## src/rtl/johnson_seq_ctrl.sv

```systemverilog
// johnson_seq_ctrl: run/stop/single-step controller for a WIDTH-bit Johnson counter.
// A single-clock prescaler paces advances while running. A debounced-by-sync
// push-button edge requests a single advance while stopped.
//
// Ports:
//   clk       : system clock (CLOCK_50)
//   reset     : synchronous, active-high
//   run       : 1 = free-run, 0 = stop (already synchronous)
//   step_n    : asynchronous active-low push-button; each falling edge = one step
//   dir       : 0 = forward, 1 = reverse; sampled at each advance
//   rate      : tick period = 2^(BASE_SHIFT+rate) clk cycles
//   clear     : zeroes count and prescaler; state is unchanged
//   count     : Johnson register
//   tick      : one-cycle pulse in the cycle a new count is first visible
//   wrap      : one-cycle pulse when an advance lands on all-zeros
//   rev_count : number of wraps, modulo 256 (reset only)
//   state     : 00 = STOP, 01 = RUN, 10 = STEP
module johnson_seq_ctrl #(
   parameter int unsigned WIDTH      = 4,
   parameter int unsigned BASE_SHIFT = 20
) (
   input  logic             clk,
   input  logic             reset,
   input  logic             run,
   input  logic             step_n,
   input  logic             dir,
   input  logic [1:0]       rate,
   input  logic             clear,
   output logic [WIDTH-1:0] count,
   output logic             tick,
   output logic             wrap,
   output logic [7:0]       rev_count,
   output logic [1:0]       state
);

   localparam int unsigned PW = BASE_SHIFT + 4;

   typedef enum logic [1:0] {
      ST_STOP = 2'b00,
      ST_RUN  = 2'b01,
      ST_STEP = 2'b10
   } state_t;

   state_t           st_q, st_d;
   logic [PW-1:0]    pre_q, pre_d;
   logic [WIDTH-1:0] count_d;
   logic             tick_d, wrap_d;
   logic [7:0]       rev_d;
   logic             sync1_q, sync2_q, sync3_q;
   logic             step_ev;
   logic             adv;
   logic [PW-1:0]    t_c;
   logic [WIDTH-1:0] next_cnt;

   // Falling edge of the synchronized button; the third flop holds the previous level.
   assign step_ev = sync3_q & ~sync2_q;

   // Terminal prescaler value for the current rate; a rate change applies immediately.
   assign t_c = (PW'(1) << (BASE_SHIFT + 32'(rate))) - PW'(1);

   // Johnson successor in the direction sampled this cycle.
   assign next_cnt = dir ? {~count[0], count[WIDTH-1:1]}
                         : {count[WIDTH-2:0], ~count[WIDTH-1]};

   assign state = st_q;

   // State and output registers.
   always_ff @(posedge clk) begin
      if (reset) begin
         st_q      <= ST_STOP;
         pre_q     <= '0;
         count     <= '0;
         tick      <= 1'b0;
         wrap      <= 1'b0;
         rev_count <= '0;
         sync1_q   <= 1'b1;
         sync2_q   <= 1'b1;
         sync3_q   <= 1'b1;
      end else begin
         st_q      <= st_d;
         pre_q     <= pre_d;
         count     <= count_d;
         tick      <= tick_d;
         wrap      <= wrap_d;
         rev_count <= rev_d;
         sync1_q   <= step_n;
         sync2_q   <= sync1_q;
         sync3_q   <= sync2_q;
      end
   end

   // Next-state, prescaler and advance logic.
   always_comb begin
      st_d    = st_q;
      pre_d   = pre_q;
      count_d = count;
      tick_d  = 1'b0;
      wrap_d  = 1'b0;
      rev_d   = rev_count;
      adv     = 1'b0;

      case (st_q)
         ST_STOP: begin
            pre_d = '0;
            // run wins over a coincident step request, which is dropped.
            if (run)          st_d = ST_RUN;
            else if (step_ev) st_d = ST_STEP;
         end
         ST_RUN: begin
            if (!run) begin
               st_d  = ST_STOP;
               pre_d = '0;
            end else if (pre_q >= t_c) begin
               adv   = 1'b1;
               pre_d = '0;
            end else begin
               pre_d = pre_q + PW'(1);
            end
         end
         ST_STEP: begin
            adv  = 1'b1;
            st_d = ST_STOP;
         end
         default: st_d = ST_STOP;
      endcase

      // clear swallows any advance due this cycle, including a pending single step.
      if (clear) begin
         count_d = '0;
         pre_d   = '0;
      end else if (adv) begin
         count_d = next_cnt;
         tick_d  = 1'b1;
         if (next_cnt == '0) begin
            wrap_d = 1'b1;
            rev_d  = rev_count + 8'd1;
         end
      end
   end

endmodule

```

## config.mk

```make
export PLATFORM = sky130hd
export DESIGN_NAME = johnson_seq_ctrl
export DESIGN_NICKNAME = d
export VERILOG_FILES = /design/src/rtl/johnson_seq_ctrl.sv
export SDC_FILE = /design/constraint.sdc
export NUM_CORES = 1
export LEC_CHECK = 0
export ABC_AREA = 1
export ABC_CLOCK_PERIOD_IN_PS = 3660
export BUFFER_PORTS_ARGS = -buffer_cell sky130_fd_sc_hd__buf_2
export CORE_ASPECT_RATIO = 1.2
export CORE_UTILIZATION = 45
export DETAILED_ROUTE_END_ITERATION = 10
export GPL_TIMING_DRIVEN = 0
export PLACE_DENSITY = 0.72
export SYNTH_ARGS = -nofsm -noshare
export SYNTH_HDL_FRONTEND = slang
export SYNTH_SLANG_ARGS = --single-unit
```

## constraint.sdc

```tcl
create_clock -name clk -period 3.66 [get_ports clk]
set_input_delay 1.098 -clock clk [delete_from_list [all_inputs] [get_ports clk]]
set_output_delay 1.098 -clock clk [all_outputs]
set_load 0.02 [all_outputs]
```

Word level (Yosys, flattened, before mapping)
Cells that the tools add are included.

storage, ports and cells
  flip-flop bits (word level) = 43
  input port bits = 8
  output and inout port bits = 16
  word-level logic and storage cells = 45

cells by class
  add/sub/neg operators = 4
  $lt $le $gt $ge = 1
  eq/ne operators = 4
  shifts and indexed selects = 1
  muxes and demuxes = 13
  bitwise gates (word level) = 6
  reduce and logical (&&, ||, !) cells = 7

operators with widths
  operator                                             number
  2-to-1 mux 24 bit                                    2
  one-hot mux 24 bit (2 select lines)                  1
  adder 24 x 1 -> 24 bit (second input constant)       1
  greater-or-equal comparator 24 bit                   1
  left shift 1 x 6 -> 24 bit (first input constant)    1
  subtractor 24 x 2 -> 24 bit (second input constant)  1
  adder 8 x 1 -> 8 bit (second input constant)         1
  adder 5 x 2 -> 6 bit (first input constant)          1
  2-to-1 mux 2 bit                                     3
  NOT 1 bit                                            5
  zero test 4 bit                                      1
  2-to-1 mux 1 bit                                     4
  2-to-1 mux 4 bit                                     1
  one-hot mux 2 bit (2 select lines)                   1
  inequality test 3 bit (second input constant)        1
  AND reduction 3 bit                                  1
  OR reduction 3 bit                                   1
  == test 2 x 1 -> 1 bit (second input constant)       1
  == test 2 bit (second input constant)                1
  zero test 2 bit                                      1
  inequality test 2 bit (second input constant)        1
  one-hot mux 1 bit (2 select lines)                   1
  AND reduction 2 bit                                  1
  nonzero test 2 bit                                   1
  other kinds (2)                                      2

Longest topological paths before layout
  depth after elaboration = 9
  gate-level depth with buffers = 14
  gate-level depth less buffers = 14

Worst setup path before layout
Ideal clock, no wire load.

  kind = input -> register
  start point = in rate[0]
  end point = reg pre_q[19]
  setup time = 0.115 ns
  arrival time = 2.197 ns
  data required time = 3.545 ns
  path slack = 1.348 ns
  stages = 10
  buffers on the path = 1
  cells stage by stage = nand2_1 > ha_1 > nand4_1 > nor2_1 > nand2_2 > nand3_1 > nand2_1 > nand2_2 > buf_6 > nor2_1

on the way
  cells in the longest elaborated chain, start to end = 7

ends and longest elaborated chain
  element                              line  RTL
  start: declaration                   27    input logic [1:0] rate,
  adder 5 x 2 -> 6 bit                 59    assign t_c = (PW'(1) << (BASE_SHIFT + 32'(rate))) - PW'(1);
  left shift 1 x 6 -> 24 bit           59
  subtractor 24 x 2 -> 24 bit          59
  greater-or-equal comparator 24 bit   113   end else if (pre_q >= t_c) begin
  2-to-1 mux 24 bit                    113
  2-to-1 mux 24 bit                    110   if (!run) begin
  one-hot mux 24 bit (2 select lines)  102   case (st_q)
  end signal: assignment               81    pre_q <= pre_d;
  end: declaration                     45    logic [PW-1:0] pre_q, pre_d;

No other way between the ends.
A chain may end at the register's enable or synchronous reset.

Worst setup path in the final report
  start point = in rate[1]
  end point = reg pre_q[20]

Same word-level chain as after synthesis.

==> metrics.txt <==
outcome=completed; fin nets=360; VDD IR-drop max=0.000233 V; GRT overflow=0; drt pass-1 iters=4; Hold/Removal Path Class=flop to flop; RSZ-0062 raised after global routing=false; clk sink count=43; vias in the first global route=1887; Clock Tree Buf Depth=2; Max Freq=about 0.41 GHz; Cell Pwr Density=roughly 330 nW/um^2; chip height=about 80 um; Max stage delay on crit path=slightly below 0.3 ns; leak pwr=approximately 1.1 nW; Routed WL=around 4600 um; Yosys reg bits=between 40 and 50; Synth Area in Compound Gates=0.0851; Final Max Slew Viols=0; Slew @ Worst Pin=between 0.5 and 0.6 ns; Worst Path Max Fanout=10; DR vias=between 2000 and 2500; clock latency on the worst-skew pair=~0.30 ns; Synth Area in XOR/XNOR=0.0725; post-DP HPWL=~3500 um; Bufs and invs on worst path=3; Hold Path End=sync2_q; Die Span X=between 60 and 70 um; Arrival @ worst endpoint=between 2 and 3 ns; H-tree levels=2; final critical path time including I/O delays and setup=2.42 ns; Die ar.=around 5400 sq um; Cell Rows=28; largest net degree at the start of global routing=13; fillers=483; most frequent cells in the layout=69 x nand2_1, 43 x dfxtp_1, 39 x nor2_1; FF-to-FF Start=state[0]; CTS Buf Count=5; clk slew on worst S/H paths=~0.08 ns; post-synthesis simple-gate area fraction=0.349; Min-Delay Path Depth=1; n_diodes=0; Synthesized Nets=between 300 and 400; Final GP Congestion=around 0.8; Worst R2R Setup Slack=around 1.6 ns; GR Util All Layers=0.192; synthesized area=between 2000 and 2500 sq um; hold path start=sync1_q; largest family of logic cells by synthesized area=simple AND/OR/NAND/NOR gates; Port-buffer cells=23; Initial Utilization=0.468; post-synthesis cell type count=35; hold_ws=slightly above 0.4 ns; Yosys Warn Count=0; Routed Antenna Nets=0; share of layout cells above drive strength 1=0.157; critical path required time=3.89 ns; Avg Cell Area, Syn=~7.3 sq um; DR vias/cell=5.06; DR iter-0 viols=between 100 and 150; post-synthesis mux area share=0; CP Launch Type=input pin; Critical R2R Capture=pre_q[20]; crit share post-route=0.661; I/O pin count=24; Post-CTS Setup Inserts=0; core box area=~5000 sq um; hold_buf cts=0; Slew headroom=0.639; drt drc=0; Synth-to-Final Area Change=12.1%; crit end category=flop; critical-path cell list=buf_2 -> inv_1 -> ha_1 -> a21oi_1 -> o21a_1 -> nand3_1 -> nand2_1 -> nand2_2 -> buf_6 -> nor2_1; slowest cell on the critical path=ha_1; Crit path max-delay family=simple AND/OR/NAND/NOR gates; CTS tree=yes; setup total negative slack=0 ns; root buffer cell=clkbuf_8; sequential share of the synthesized area=0.375; commonest non-fill, non-tap cell in the layout=nand2_1; Mapped Cells=about 310; Final Skew=roughly 0.0054 ns; Reg2Reg Depth=8; Max-Cap Viols=0; Final Setup Violations=0; Hold Vio Cnt, Final=0; first-pass GRT wire length=around 8000 um; CP Class=input pin to flop; drt wl/cell=between 10 and 15 um; Post-CTS Resized=0; adder and majority gate portion of the synthesized area=0.0491; initial antenna violation count=0
-- registers in the layout, indices dropped and copies added, names as in the netlist --
signal,cells
pre_q,24
sync1_q,1
rev_count,8
sync3_q,1
wrap,1
sync2_q,1
state,2
count,4
tick,1
-- power breakdown --
group          switching [W]  internal [W]  leakage, nW
clock               0.000161      0.000148       0.0470
sequential        0.00000252      0.000471        0.347
combinational      0.0000457     0.0000194        0.692
total               0.000209      0.000638         1.09
-- layer usage --
layer	vias up	GRT usage	routed length, um
met3	6	0.0440	169
li1	1069	-	-
met5	-	0	0
met2	36	0.330	2260
met4	0	0.0894	93
met1	930	0.218	2120
-- logic make-up (layout without fill, tap and decap cells) --
family,after synthesis,after routing
fa+ha+maj,9,9
xor+xnor,19,19
flops,43,43
simple gates,167,167
other cells,1,1
compound gates,36,36
buf+inv,38,68
-- metrics by stage --
| step | instance area (sq um) | util | setup slack (ns) | std cells | total power (W) |
|---|---|---|---|---|---|
| 6_report | 2570 | 0.524 | 1.24 | 403 | 0.000847 |
| 2_1_floorplan | 2290 | - | 1.35 | 313 | 0.000529 |
| 3_3_place_gp | 2480 | 0.507 | 0.967 | 396 | 0.000549 |
| 4_1_cts | 2570 | 0.524 | 1.21 | 403 | 0.000855 |
| 5_1_grt | 2570 | 0.524 | 1.08 | 403 | 0.000879 |
| 3_5_place_dp | 2480 | 0.507 | 0.899 | 396 | 0.000550 |
-- synth_stat cells --
library cell / count / share of area
a211oi_1: 1 / 0.0033
a21oi_1: 22 / 0.048
a22oi_1: 1 / 0.0033
buf_2: 1 / 0.0022
buf_4: 1 / 0.0033
buf_6: 1 / 0.0049
clkbuf_1: 1 / 0.0016
conb_1: 1 / 0.0016
dfxtp_1: 43 / 0.38
ha_1: 9 / 0.049
inv_1: 33 / 0.054
inv_2: 1 / 0.0016
nand2_1: 69 / 0.11
nand2_2: 6 / 0.016
nand2_4: 2 / 0.0098
nand3_1: 13 / 0.028
nand3_4: 1 / 0.0076
nand3b_1: 1 / 0.0033
nand4_1: 12 / 0.033
nor2_1: 39 / 0.064
nor2_2: 3 / 0.0082
nor2_4: 2 / 0.0098
nor3_1: 8 / 0.017
nor3_2: 2 / 0.0087
nor3_4: 1 / 0.0071
nor3b_1: 2 / 0.0065
nor4_1: 1 / 0.0027
o211a_1: 1 / 0.0044
o21a_1: 1 / 0.0033
o21ai_0: 9 / 0.020
o31ai_1: 1 / 0.0033
or2_0: 2 / 0.0055
or2_2: 3 / 0.0082
xnor2_1: 6 / 0.023
xor2_1: 13 / 0.050
-- area by class of cell --
| cell class | instances | area, sq um | area share |
|---|---|---|---|
| multi-input combinational | 232 | 1280 | 0.497 |
| buffer | 4 | 27.5 | 0.0107 |
| inverter | 34 | 128 | 0.0496 |
| timing repair buffer | 23 | 115 | 0.0447 |
| tap | 60 | 75.1 | 0.0292 |
| clock inverter | 1 | 5.00 | 0.00195 |
| clock buffer | 6 | 82.6 | 0.0321 |
| sequential | 43 | 861 | 0.335 |
-- worst max-delay path by stage --
stage,from,cells after the start,endpoint
after global routing,rate[1],10,pre_q[20]
final,rate[1],10,pre_q[20]
after floorplan,rate[0],10,pre_q[19]
after detailed placement,rate[1],10,pre_q[20]
after CTS,rate[1],10,pre_q[20]
after global placement,rate[1],10,pre_q[17]
Power figures use the tool's default switching activity.
